[src/rtl/uart_pkg.sv]
// Shared UART definitions: receiver state encoding, frame geometry and the
// 27 MHz divisor table also used by the baud-rate stage.
package uart_pkg;

  localparam int unsigned DIV_W     = 16;
  localparam int unsigned DATA_BITS = 8;
  localparam int unsigned BIT_IDX_W = $clog2(DATA_BITS);
  localparam int unsigned MIN_DIV   = 8;

  // Clocks per bit at 27 MHz
  localparam logic [DIV_W-1:0] DIV_9600   = 16'd2812;
  localparam logic [DIV_W-1:0] DIV_38400  = 16'd703;
  localparam logic [DIV_W-1:0] DIV_115200 = 16'd234;
  localparam logic [DIV_W-1:0] DIV_230400 = 16'd117;

  typedef enum logic [1:0] {
    IDLE,
    START,
    DATA,
    STOP
  } rx_state_e;

endpackage

[src/rtl/uart_rx_sync.sv]
// rxd metastability synchronizer plus registered falling-edge (start) detector.
// Edges are only reported once a genuine high has been seen since reset.
module uart_rx_sync #(
  parameter int unsigned SYNC_STAGES = 2
) (
  input  logic clk,
  input  logic rst_n,
  input  logic rxd,
  output logic rxd_sync,
  output logic start_edge
);

  logic [SYNC_STAGES-1:0] sync_q, sync_d;
  logic [SYNC_STAGES-1:0] fill_q, fill_d;
  logic                   prev_q, prev_d;
  logic                   armed_q, armed_d;
  logic                   edge_q, edge_d;
  logic                   synced;

  assign synced = sync_q[SYNC_STAGES-1];

  // fill_q marks when the chain holds real pin samples rather than reset ones
  always_comb begin
    sync_d  = {sync_q[SYNC_STAGES-2:0], rxd};
    fill_d  = {fill_q[SYNC_STAGES-2:0], 1'b1};
    prev_d  = synced;
    armed_d = armed_q | (fill_q[SYNC_STAGES-1] & synced);
    edge_d  = armed_q & prev_q & ~synced;
  end

  always_ff @(posedge clk or negedge rst_n) begin
    if (!rst_n) begin
      sync_q  <= '1;
      fill_q  <= '0;
      prev_q  <= 1'b1;
      armed_q <= 1'b0;
      edge_q  <= 1'b0;
    end else begin
      sync_q  <= sync_d;
      fill_q  <= fill_d;
      prev_q  <= prev_d;
      armed_q <= armed_d;
      edge_q  <= edge_d;
    end
  end

  assign rxd_sync   = synced;
  assign start_edge = edge_q;

endmodule

[src/rtl/uart_rx_core.sv]
// 8N1 UART receiver: mid-bit sampling FSM driven by a divisor latched at the
// start edge; emits one-cycle valid / framing-error strobes.
module uart_rx_core
  import uart_pkg::*;
#(
  parameter int unsigned SYNC_STAGES = 2
) (
  input  logic                 clk,
  input  logic                 rst_n,
  input  logic [DIV_W-1:0]     bps_cnt_data,
  input  logic                 rxd,
  output logic [DATA_BITS-1:0] rx_data,
  output logic                 rx_valid,
  output logic                 rx_frame_err,
  output logic                 rx_busy
);

  rx_state_e               state_q, state_d;
  logic [DIV_W-1:0]        div_q, div_d;
  logic [DIV_W-1:0]        cnt_q, cnt_d;
  logic [BIT_IDX_W-1:0]    bit_q, bit_d;
  logic [DATA_BITS-1:0]    shift_q, shift_d;
  logic [DATA_BITS-1:0]    rx_data_q, rx_data_d;
  logic                    rx_valid_q, rx_valid_d;
  logic                    rx_frame_err_q, rx_frame_err_d;
  logic                    rx_busy_q, rx_busy_d;
  logic                    rxd_s;
  logic                    start_edge;
  logic [DIV_W-1:0]        half_div;
  logic [DIV_W-1:0]        last_cnt;

  uart_rx_sync #(
    .SYNC_STAGES(SYNC_STAGES)
  ) u_sync (
    .clk       (clk),
    .rst_n     (rst_n),
    .rxd       (rxd),
    .rxd_sync  (rxd_s),
    .start_edge(start_edge)
  );

  assign half_div = div_q >> 1;
  assign last_cnt = div_q - DIV_W'(1);

  // In START the counter holds cycles elapsed since the start-edge cycle
  always_comb begin
    state_d        = state_q;
    div_d          = div_q;
    cnt_d          = cnt_q + DIV_W'(1);
    bit_d          = bit_q;
    shift_d        = shift_q;
    rx_data_d      = rx_data_q;
    rx_valid_d     = 1'b0;
    rx_frame_err_d = 1'b0;

    unique case (state_q)
      IDLE: begin
        cnt_d = '0;
        if (start_edge) begin
          div_d = bps_cnt_data;
          cnt_d = DIV_W'(1);
          bit_d = '0;
          if (bps_cnt_data >= DIV_W'(MIN_DIV)) begin
            state_d = START;
          end
        end
      end
      START: begin
        if (cnt_q == half_div) begin
          cnt_d   = '0;
          state_d = rxd_s ? IDLE : DATA;
        end
      end
      DATA: begin
        if (cnt_q == last_cnt) begin
          cnt_d   = '0;
          shift_d = {rxd_s, shift_q[DATA_BITS-1:1]};
          bit_d   = bit_q + BIT_IDX_W'(1);
          if (bit_q == BIT_IDX_W'(DATA_BITS - 1)) begin
            state_d = STOP;
          end
        end
      end
      STOP: begin
        // Leave at mid-stop-bit so a back-to-back start edge is not missed
        if (cnt_q == last_cnt) begin
          cnt_d   = '0;
          state_d = IDLE;
          if (rxd_s) begin
            rx_data_d  = shift_q;
            rx_valid_d = 1'b1;
          end else begin
            rx_frame_err_d = 1'b1;
          end
        end
      end
      default: state_d = IDLE;
    endcase

    rx_busy_d = (state_d != IDLE);
  end

  always_ff @(posedge clk or negedge rst_n) begin
    if (!rst_n) begin
      state_q        <= IDLE;
      div_q          <= '0;
      cnt_q          <= '0;
      bit_q          <= '0;
      shift_q        <= '0;
      rx_data_q      <= '0;
      rx_valid_q     <= 1'b0;
      rx_frame_err_q <= 1'b0;
      rx_busy_q      <= 1'b0;
    end else begin
      state_q        <= state_d;
      div_q          <= div_d;
      cnt_q          <= cnt_d;
      bit_q          <= bit_d;
      shift_q        <= shift_d;
      rx_data_q      <= rx_data_d;
      rx_valid_q     <= rx_valid_d;
      rx_frame_err_q <= rx_frame_err_d;
      rx_busy_q      <= rx_busy_d;
    end
  end

  assign rx_data      = rx_data_q;
  assign rx_valid     = rx_valid_q;
  assign rx_frame_err = rx_frame_err_q;
  assign rx_busy      = rx_busy_q;

endmodule
[config.mk]
export PLATFORM = sky130hd
export DESIGN_NAME = uart_rx_core
export DESIGN_NICKNAME = d
export VERILOG_FILES = /design/src/rtl/uart_pkg.sv /design/src/rtl/uart_rx_sync.sv /design/src/rtl/uart_rx_core.sv
export SDC_FILE = /design/constraint.sdc
export NUM_CORES = 1
export LEC_CHECK = 0
export BUFFER_PORTS_ARGS = -buffer_cell sky130_fd_sc_hd__buf_2
export CAP_MARGIN = 30
export CORE_MARGIN = 8
export CORE_UTILIZATION = 57
export CTS_CLUSTER_SIZE = 10
export DETAILED_ROUTE_END_ITERATION = 12
export PLACE_DENSITY = 0.77
export SYNTH_ARGS = -nofsm -noshare
export SYNTH_HDL_FRONTEND = slang
export SYNTH_SLANG_ARGS = --single-unit
[constraint.sdc]
create_clock -name clk -period 9.4 [get_ports clk]
set_input_delay 1.41 -clock clk [delete_from_list [all_inputs] [get_ports clk]]
set_output_delay 1.41 -clock clk [all_outputs]
set_load 0.03 [all_outputs]
==> flow_metrics.py, run 1 <==
metrics = {
    "run_status": {
        "result_of_the_run": "completed",
    },
    "critical_path": {
        "worstSetupPathType": "reg -> reg",
        "timing.critical_path.max_delay_family": "simple AND/OR/NAND/NOR gates",
        "timing.critical_path.slowest_cell_delay_ns": 0.64,
        "path_max_fanout": 10,
        "crit_buf_inv": 1,
        "critPathArrivalTime_ns": 3.63,
        "cp_slowest_cell": "sky130_fd_sc_hd__a21oi_1",
        "setup.worst_path.start_class": "flip-flop",
        "worst_ep_required_ns": 9.62,
        "worst_path_cell_trace": "nor4_4 > nand3_2 > or4_4 > a221oi_2 > nand4_2 > a21oi_1 > buf_4 > o21bai_1",
        "cp-end-kind": "flip-flop",
    },
    "finish": {
        "syn_to_final_growth_pct": 11.1,
        "final_cell_count_no_fill": 412,
        "layout-drive-gt1-share_pct": 26.7,
        "final_nets": 355,
        "number_of_antenna_repair_diodes": 0,
    },
    "route": {
        "vias": 2379,
        "wire_per_inst_um": 17.4,
        "wirelength_um": 7190,
        "via_per_inst": 5.77,
        "drc": 0,
        "first_iter_violations": 179,
        "drt_first_pass_iters": 4,
        "ant_nets": 0,
    },
    "cts": {
        "clock_sinks": 63,
        "ctsResizeCount": 0,
        "cts_made_buffers": 9,
        "clk_path_buf_depth": 2,
        "postCtsSetupBuffers": 0,
        "clkLatencyLatePin_ns": 0.35,
        "cts_tree": "done",
        "path_clk_slew_ns": 0.07,
        "cts-htree-levels": 3,
        "root_driver": "sky130_fd_sc_hd__clkbuf_8",
        "post_cts_hold_buffer_count": 0,
    },
    "sta": {
        "timing.slew.headroom_pct": 47.4,
        "grt_setup_unrepaired": "false",
        "clock-skew-final_ns": 0.00930,
        "transition_time_of_the_tightest_slew_check_pin_ns": 0.790,
        "final-max-slew-violation-count": 0,
        "final_critical_path_share_of_the_clock_period_pct": 36.2,
        "period_needed_ns": 3.41,
        "hold_viol": 0,
        "finalWorstSetupSlack_ns": 5.99,
        "fin_tns_setup_ns": 0,
        "timing.final.setup_violations": 0,
        "max_freq_mhz": 294,
    },
    "die": {
        "initial_core_utilization_pct": 57.6,
        "fp.coreArea_um2": 5820,
        "design.portCount": 30,
        "fp.dieH_um": 92.6,
        "rows": 28,
        "fp.dieW_um": 92.6,
        "dieArea_um2": 8580,
    },
    "placed_design": {
        "dpl_worst_slack_ns": 6.00,
        "dp.cells": 396,
        "place.gp.congestion": 0.870,
        "final_hpwl_dp_um": 5300,
        "port_bufs": 29,
    },
    "global_routing": {
        "maximum_number_of_pins_on_one_net_before_global_route_repair": 64,
        "overflow": 0,
        "gr-usage-all-layers_pct": 18.1,
        "via_count_of_the_first_global_routing_pass": 2431,
        "grt_pass1_wl_um": 12300,
        "grt_antenna_before_repair": 0,
    },
    "pwr": {
        "power.ir.vdd_worst_mv": 0.101,
        "power.density_cell_area_nw_per_um2": 140,
        "leakagePower_nw": 1.79,
    },
    "hold_path": {
        "hold_path.class": "reg -> reg",
    },
    "synth": {
        "ys_dominant_reg_cell": "sky130_fd_sc_hd__dfrtp_1",
        "synth-edff-count": 0,
        "netlist-cell-type-count": 57,
        "synthesis.area_um2": 3350,
        "synth_sequential_area_ratio_pct": 47.2,
        "yosys_warnings": 0,
        "yosys_register_bits": 63,
        "netlist_instances": 308,
        "synthArstFlopShare_pct": 100,
        "synthesized_net_count": 331,
        "avgSynthCellArea_um2": 10.9,
    },
    "run": {
        "max_cap_viol_count": 0,
    },
}
[synthesized netlist by cell type, types with 2 or more instances]
library cell	n	share of area, %
sky130_fd_sc_hd__nor2_1	27	3.0
sky130_fd_sc_hd__nor3b_1	3	0.67
sky130_fd_sc_hd__nand4_1	9	1.7
sky130_fd_sc_hd__nor4b_1	2	0.52
sky130_fd_sc_hd__nor4_1	8	1.5
sky130_fd_sc_hd__nand3_1	11	1.6
sky130_fd_sc_hd__nor2b_1	2	0.37
sky130_fd_sc_hd__dfstp_2	3	2.4
sky130_fd_sc_hd__mux2_2	20	6.7
sky130_fd_sc_hd__nor3_1	4	0.60
sky130_fd_sc_hd__clkbuf_1	13	1.5
sky130_fd_sc_hd__mux2_4	9	4.0
sky130_fd_sc_hd__xor2_1	23	6.0
sky130_fd_sc_hd__buf_2	2	0.30
sky130_fd_sc_hd__or4_1	3	0.67
sky130_fd_sc_hd__buf_6	2	0.67
sky130_fd_sc_hd__ha_1	4	1.5
sky130_fd_sc_hd__a211o_1	2	0.52
sky130_fd_sc_hd__and3_1	8	1.5
sky130_fd_sc_hd__dfrtp_1	60	45
sky130_fd_sc_hd__nand2_1	13	1.5
sky130_fd_sc_hd__or2_2	2	0.37
sky130_fd_sc_hd__xnor2_1	23	6.0
sky130_fd_sc_hd__inv_1	8	0.90
sky130_fd_sc_hd__nand2b_1	3	0.56
sky130_fd_sc_hd__o21ai_0	8	1.2
sky130_fd_sc_hd__a21oi_1	6	0.90
[routing by layer]
| layer | track usage (%) | wire length (um) | vias up |
|---|---|---|---|
| met2 | 30.5 | 3620 | 54 |
| met4 | 5.50 | 95 | 0 |
| met1 | 21.6 | 3130 | 1187 |
| met5 | 0 | 0 | - |
| li1 | - | - | 1128 |
| met3 | 5.50 | 344 | 10 |
[state kept, by name (all words and copies together) (netlist names)]
name,flops
u_sync.start_edge,1
u_sync.armed_q,1
div_q,16
u_sync.sync_q,2
rx_data,8
rx_busy,1
u_sync.fill_q,2
u_sync.prev_q,1
cnt_q,16
rx_valid,1
shift_q,8
bit_q,3
state_q,2
rx_frame_err,1
[power breakdown]
group / switching [mW] / internal [mW]
logic: 0.00757 / 0.00349
registers: 0.000672 / 0.273
clock network: 0.107 / 0.129
total: 0.115 / 0.405
[worst paths after layout]
path,from,end,slack (ns),depth (start not counted)
hold reg to reg,u_sync.fill_q[0],u_sync.fill_q[1],0.35,0
setup / recovery,div_q[2],cnt_q[0],5.99,8
hold / removal,u_sync.fill_q[0],u_sync.fill_q[1],0.35,0
setup reg to reg,div_q[2],cnt_q[0],5.99,8
min in group asynchronous,rst_n,div_q[0],1.23,2
max in group asynchronous,rst_n,div_q[3],7.65,2
[stage by stage]
step	utilization, %	power [mW]	instance area [um2]	hold WS [ns]
after floorplan	-	0.279	3350	0.331
after global placement	60.4	0.289	3510	0.332
after detailed placement	60.6	0.290	3520	0.341
after CTS	64.0	0.528	3720	0.358
after global routing	64.0	0.542	3720	0.362
final	64.0	0.521	3720	0.352
[placed cells by master (no fill, tap or decap), types with 2 or more instances in the layout]
cell type,instances
sky130_fd_sc_hd__a211o_1,2
sky130_fd_sc_hd__a21oi_1,6
sky130_fd_sc_hd__and3_1,8
sky130_fd_sc_hd__buf_2,29
sky130_fd_sc_hd__buf_4,3
sky130_fd_sc_hd__clkbuf_8,10
sky130_fd_sc_hd__clkinvlp_4,3
sky130_fd_sc_hd__dfrtp_1,60
sky130_fd_sc_hd__dfstp_2,3
sky130_fd_sc_hd__ha_1,4
sky130_fd_sc_hd__inv_1,8
sky130_fd_sc_hd__mux2_2,20
sky130_fd_sc_hd__mux2_4,9
sky130_fd_sc_hd__nand2_1,13
sky130_fd_sc_hd__nand2b_1,3
sky130_fd_sc_hd__nand3_1,11
sky130_fd_sc_hd__nand4_1,9
sky130_fd_sc_hd__nor2_1,27
sky130_fd_sc_hd__nor2b_1,2
sky130_fd_sc_hd__nor3_1,4
sky130_fd_sc_hd__nor3b_1,2
sky130_fd_sc_hd__nor4_1,8
sky130_fd_sc_hd__nor4b_1,2
sky130_fd_sc_hd__o21ai_0,8
sky130_fd_sc_hd__or2_2,2
sky130_fd_sc_hd__or4_1,3
sky130_fd_sc_hd__xnor2_1,23
sky130_fd_sc_hd__xor2_1,23
[final cells by class]
cell class                      count  area (um2)
Fill cell                         494        2090
Clock buffer                       11         141
Multi-Input combinational cell    218        1650
Clock inverter                      5        57.6
Tap cell                           75        93.8
Sequential cell                    63        1580
Timing Repair Buffer               32         168
Inverter                            8        30.0
[logic make-up (layout without fill, tap and decap cells)]
logic type / count (synthesis) / in the layout / synth area share [%]
adder cells (fa/ha/maj): 4 / 4 / 1.49
AND/OR/NAND/NOR: 104 / 104 / 17.5
flip-flops: 63 / 63 / 47.2
multiplexers: 30 / 30 / 11.1
other: 1 / 1 / 0.112
XOR/XNOR: 46 / 46 / 12.0
AO/OA/AOI/OAI: 33 / 33 / 6.95
buffers and inverters: 27 / 56 / 3.66
(Power assumes the default switching activity.)
==> run 2, diff against run 1 <==
--- a/config.mk
+++ b/config.mk
@@ -8,10 +8,10 @@
 export BUFFER_PORTS_ARGS = -buffer_cell sky130_fd_sc_hd__buf_2
 export CAP_MARGIN = 30
 export CORE_MARGIN = 8
-export CORE_UTILIZATION = 57
+export CORE_UTILIZATION = 54
 export CTS_CLUSTER_SIZE = 10
 export DETAILED_ROUTE_END_ITERATION = 12
-export PLACE_DENSITY = 0.77
+export PLACE_DENSITY = 0.76
 export SYNTH_ARGS = -nofsm -noshare
 export SYNTH_HDL_FRONTEND = slang
 export SYNTH_SLANG_ARGS = --single-unit
==> constraint.sdc (replaced) <==
create_clock -name clk -period 2.76 [get_ports clk]
set_input_delay 0.414 -clock clk [delete_from_list [all_inputs] [get_ports clk]]
set_output_delay 0.414 -clock clk [all_outputs]
set_load 0.03 [all_outputs]
==> flow_metrics.py, run 2 (synthesized netlist as in run 1, its figures left out) <==
metrics = {
    "die": {
        "design.portCount": 30,
        "fp.coreArea_um2": 5960,
        "initial_core_utilization_pct": 56.2,
        "dieArea_um2": 8980,
        "fp.dieW_um": 94.7,
        "rows": 28,
        "fp.dieH_um": 94.7,
    },
    "global_routing": {
        "via_count_of_the_first_global_routing_pass": 2744,
        "maximum_number_of_pins_on_one_net_before_global_route_repair": 64,
        "grt_pass1_wl_um": 13300,
        "grt_antenna_before_repair": 0,
        "overflow": 0,
        "gr-usage-all-layers_pct": 19.2,
    },
    "finish": {
        "layout_commonest_cell": "sky130_fd_sc_hd__dfrtp_1",
        "layout-drive-gt1-share_pct": 36.8,
        "register_area_um2": 1580,
        "multiInputGateArea_um2": 1740,
        "final_nets": 396,
        "reg_top3": "cnt_q (16), div_q (16)",
        "final_cell_count_no_fill": 453,
        "layout.filler_cells": 443,
        "number_of_antenna_repair_diodes": 0,
        "syn_to_final_growth_pct": 23.2,
        "layout.cells.most_common_list": "sky130_fd_sc_hd__dfrtp_1, sky130_fd_sc_hd__buf_4, sky130_fd_sc_hd__buf_2",
    },
    "cts": {
        "clk_path_buf_depth": 2,
        "path_clk_slew_ns": 0.07,
        "cts_tree": "done",
        "cts_made_buffers": 9,
        "clkLatencyLatePin_ns": 0.35,
        "clock_sinks": 63,
        "post_cts_hold_buffer_count": 0,
        "cts-htree-levels": 3,
        "root_driver": "sky130_fd_sc_hd__clkbuf_8",
    },
    "critical_path": {
        "cp-end-kind": "flip-flop",
        "path_max_fanout": 8,
        "worst_ep_required_ns": 2.99,
        "worstSetupPathType": "reg -> reg",
        "critPathArrivalTime_ns": 3.13,
        "setup.worst_path.start_class": "flip-flop",
    },
    "route": {
        "ant_nets": 0,
        "vias": 2616,
        "via_per_inst": 5.77,
        "wire_per_inst_um": 18.1,
        "first_iter_violations": 204,
        "wirelength_um": 8210,
        "drt_first_pass_iters": 4,
        "drc": 0,
    },
    "sta": {
        "final_critical_path_share_of_the_clock_period_pct": 105,
        "transition_time_of_the_tightest_slew_check_pin_ns": 0.792,
        "period_needed_ns": 2.90,
        "clock-skew-final_ns": 0.00885,
        "grt_setup_unrepaired": "true",
        "finalHoldWorstSlack_ns": 0.163,
        "final-max-slew-violation-count": 0,
        "finalWorstSetupSlack_ns": -0.144,
        "timing.final.setup_violations": 29,
        "max_freq_mhz": 344,
        "hold_viol": 0,
        "timing.slew.headroom_pct": 47.2,
    },
    "run": {
        "max_cap_viol_count": 0,
    },
    "pwr": {
        "leakagePower_nw": 2.00,
        "total_power_mw": 1.78,
        "power.density_cell_area_nw_per_um2": 431,
        "power.ir.vdd_worst_mv": 0.372,
    },
    "placed_design": {
        "dp.cells": 428,
        "place.gp.congestion": 0.916,
        "final_hpwl_dp_um": 5630,
        "port_bufs": 29,
    },
    "hold_path": {
        "hold_path.class": "in -> reg",
    },
    "run_status": {
        "failed_checks": "negative setup slack",
        "result_of_the_run": "complete, but fails checks",
    },
}
[run 2: path summary, 6_finish.rpt]
kind	startpoint	endpoint	slack, ns	depth (start not counted)
setup / recovery	div_q[3]	rx_data[6]	-0.14	14
hold / removal	rxd	u_sync.sync_q[0]	0.16	1
setup reg to reg	div_q[3]	rx_data[6]	-0.14	14
hold reg to reg	u_sync.fill_q[0]	u_sync.fill_q[1]	0.36	0
max in group asynchronous	rst_n	div_q[2]	2.01	2
min in group asynchronous	rst_n	cnt_q[0]	0.23	2
[run 2: layout make-up]
type,count,share of cell area [%]
multi-input combinational,219,42.1
sequential,63,38.3
timing repair buffer,72,11.8
clock buffer,9,3.00
tap,75,2.28
clock inverter,7,1.76
inverter,8,0.728
[run 2: critical path: stages, from the launching register on]
cell                       delay (ns)
sky130_fd_sc_hd__dfrtp_1         0.42
sky130_fd_sc_hd__nor4_4          0.40
sky130_fd_sc_hd__nand3_2         0.15
sky130_fd_sc_hd__buf_4           0.15
sky130_fd_sc_hd__buf_4           0.12
sky130_fd_sc_hd__buf_4           0.12
sky130_fd_sc_hd__buf_4           0.12
sky130_fd_sc_hd__buf_4           0.14
sky130_fd_sc_hd__o31ai_4         0.31
sky130_fd_sc_hd__a221oi_4        0.12
sky130_fd_sc_hd__nand4_2         0.11
sky130_fd_sc_hd__buf_4           0.18
sky130_fd_sc_hd__nor2_4          0.05
sky130_fd_sc_hd__buf_12          0.13
sky130_fd_sc_hd__mux2_2          0.27
[run 2: metal layers]
layer  up-vias  GRT usage, %  share of wire, %
li1       1217             -                 -
met1      1288          23.9                45
met2        89          30.6                47
met3        22          5.24               5.6
met4         0          8.19               2.7
met5         -             0                 0
[run 2: repair_timing]
action / in CTS / in global routing
buffers inserted: 5 / 2
cloned: 1 / 1
setup endpoints to repair: 18 / 37
pin swaps: 5 / 5
gates resized for setup: 3 / 12
[run 2: power by group]
part           total [mW]  internal [mW]  switching, mW
logic              0.0379         0.0119         0.0261
registers           0.932          0.929        0.00283
clock network       0.806          0.418          0.389
total                1.78           1.36          0.418
[run 2: metrics by stage]
step	cell area (um2)	TNS, ns	setup slack (ns)	util [%]
finish	4120	-2.20	-0.144	69.2
detailed placement	3770	-1.53	-0.122	63.4
global placement	3770	-0.507	-0.0537	63.4
global route	4120	-5.80	-0.244	69.2
floorplan	3360	-1.93	-0.208	-
CTS	4030	-2.17	-0.140	67.6
==> run 3, diff against run 2 <==
--- a/config.mk
+++ b/config.mk
@@ -7,6 +7,7 @@
 export LEC_CHECK = 0
 export BUFFER_PORTS_ARGS = -buffer_cell sky130_fd_sc_hd__buf_2
 export CAP_MARGIN = 30
+export CORE_ASPECT_RATIO = 1.4
 export CORE_MARGIN = 8
 export CORE_UTILIZATION = 54
 export CTS_CLUSTER_SIZE = 10
==> flow_metrics.py, run 3 (synthesized netlist as in run 1, its figures left out) <==
metrics = {
    "critical_path": {
        "reg_to_reg_critical_path_startpoint": "div_q[1]",
        "setup_slack_of_the_most_critical_reg_to_reg_path_ns": -0.08,
        "worst_ep_required_ns": 2.98,
        "worst_r2r_endpoint": "shift_q[7]",
        "worst_path_cell_trace": "inv_2 > ha_2 > nand3_1 > a221oi_2 > a41o_1 > nor4b_4 > buf_4 > nand4_4 > or3b_4 > mux2_4",
        "critPathArrivalTime_ns": 3.06,
        "worstSetupPathType": "reg -> reg",
        "setup.worst_path.start_class": "flip-flop",
        "cp-endpoint": "shift_q[7]",
        "timing.critical_path.slowest_cell_delay_ns": 0.50,
        "crit_path_start": "div_q[1]",
        "cp-end-kind": "flip-flop",
        "reg2reg_depth": 10,
        "cp_slowest_cell": "sky130_fd_sc_hd__or3b_4",
        "path_max_fanout": 6,
    },
    "pwr": {
        "leakagePower_nw": 2.10,
        "power.net_switching_mw": 0.391,
        "power.switching_fraction_pct": 21.3,
        "internal_power_mw": 1.45,
        "share_clk_of_total_power_pct": 47.3,
        "total_power_mw": 1.84,
        "comb_power_share_pct": 2.0,
        "power.density_cell_area_nw_per_um2": 427,
        "sequential_group_share_of_total_power_pct": 50.7,
        "power.ir.vdd_worst_mv": 0.403,
    },
    "sta": {
        "timing.final.setup_violations": 15,
        "period_needed_ns": 2.84,
        "grt_setup_unrepaired": "true",
        "clock-skew-final_ns": 0.0176,
        "transition_time_of_the_tightest_slew_check_pin_ns": 0.779,
        "finalHoldWorstSlack_ns": 0.172,
        "final-max-slew-violation-count": 0,
        "final_critical_path_share_of_the_clock_period_pct": 103,
        "hold_viol": 0,
        "max_freq_mhz": 352,
        "timing.slew.headroom_pct": 48.1,
        "finalWorstSetupSlack_ns": -0.0795,
        "fin_tns_setup_ns": -0.570,
    },
    "global_routing": {
        "maximum_number_of_pins_on_one_net_before_global_route_repair": 64,
        "grt_antenna_before_repair": 0,
        "gr-usage-all-layers_pct": 19.1,
        "via_count_of_the_first_global_routing_pass": 2811,
        "grt_pass1_wl_um": 13100,
        "overflow": 0,
    },
    "die": {
        "design.portCount": 30,
        "rows": 34,
        "fp.dieW_um": 82.6,
        "fp.coreArea_um2": 6130,
        "initial_core_utilization_pct": 54.7,
        "dieArea_um2": 9010,
        "fp.dieH_um": 109,
    },
    "run_status": {
        "failed_checks": "negative setup slack",
        "result_of_the_run": "complete, but fails checks",
    },
    "hold_path": {
        "hold_path.class": "in -> reg",
    },
    "cts": {
        "path_clk_slew_ns": 0.08,
        "clk_path_buf_depth": 2,
        "cts_made_buffers": 9,
        "post_cts_hold_buffer_count": 0,
        "cts_tree": "done",
        "clkLatencyLatePin_ns": 0.35,
        "cts-htree-levels": 3,
        "root_driver": "sky130_fd_sc_hd__clkbuf_8",
        "clock_sinks": 63,
    },
    "route": {
        "drt_first_pass_iters": 4,
        "drc": 0,
        "via_per_inst": 5.79,
        "wirelength_um": 8570,
        "wire_per_inst_um": 18.6,
        "first_iter_violations": 168,
        "ant_nets": 0,
        "vias": 2663,
    },
    "finish": {
        "final_cell_count_no_fill": 460,
        "layout_commonest_cell": "sky130_fd_sc_hd__dfrtp_1",
        "number_of_antenna_repair_diodes": 0,
        "syn_to_final_growth_pct": 28.6,
        "finalCoreUtilization_pct": 70.3,
        "final_nets": 406,
        "layout-drive-gt1-share_pct": 41.5,
        "reg_top3": "cnt_q (16), div_q (16)",
        "layout.cells.most_common_list": "sky130_fd_sc_hd__dfrtp_1, sky130_fd_sc_hd__buf_4, sky130_fd_sc_hd__buf_2",
    },
    "placed_design": {
        "final_hpwl_dp_um": 5840,
        "dp.cells": 434,
        "place.gp.congestion": 0.969,
        "port_bufs": 29,
    },
    "run": {
        "max_cap_viol_count": 0,
    },
}
run 3: how the worst min path moves through the flow:
stage                                 from          endpoint  slack (ns)  cells past startpoint
after CTS                              rxd  u_sync.sync_q[0]        0.15                      1
after global placement    u_sync.fill_q[0]  u_sync.fill_q[1]        0.33                      0
final                                  rxd  u_sync.sync_q[0]        0.17                      1
after detailed placement  u_sync.sync_q[0]  u_sync.sync_q[1]        0.35                      0
after global routing                   rxd  u_sync.sync_q[0]        0.15                      1
after floorplan                      rst_n          bit_q[0]        0.12                      0
run 3: layer usage:
metal / part of all wire, % / vias to the layer above / global-route usage [%]
met5: 0 / - / 0
met4: 3.8 / 0 / 10.4
met3: 4.3 / 34 / 5.53
met2: 53 / 88 / 32.7
met1: 39 / 1305 / 20.5
li1: - / 1236 / -
run 3: power groups by stage:
stage	sequential (mW)	clock (mW)	combinational, mW
2_1_floorplan	0.948	0	0.00286
3_3_place_gp	0.949	0	0.0375
3_5_place_dp	0.949	0	0.0386
4_1_cts	0.932	0.881	0.0385
5_1_grt	0.931	0.916	0.0428
6_report	0.932	0.868	0.0371
run 3: cell type report:
type | instances | area, um2
clock buffers | 10 | 128
multi-input cells | 219 | 1820
clock inverters | 6 | 85.1
fillers | 450 | 1820
well taps | 72 | 90.1
flip-flops and latches | 63 | 1580
repair buffers | 82 | 567
inverters | 8 | 30.0
run 3: metrics by stage:
step | instance area (um2) | worst slack [ns]
2_1_floorplan | 3360 | -0.208
3_3_place_gp | 3840 | -0.0679
3_5_place_dp | 3840 | -0.134
4_1_cts | 4120 | -0.0562
5_1_grt | 4310 | -0.155
6_report | 4310 | -0.0795
run 3: critical path, delay by kind of cell, from the launching register on:
kind,cells,cell delay [ns]
compound gates,2,0.50
fa+ha+maj,1,0.23
buf+inv,2,0.25
flops,1,0.45
mux,1,0.33
simple gates,4,0.94
run 3: what timing repair did:
item / 4_1_cts / 5_1_grt
buffers inserted: 2 / 7
endpoints found under the setup margin: 18 / 34
gates resized for setup: 7 / 26
pin swaps: 7 / 13
endpoints found under the hold margin: 0 / 0
gates cloned: 1 / 0
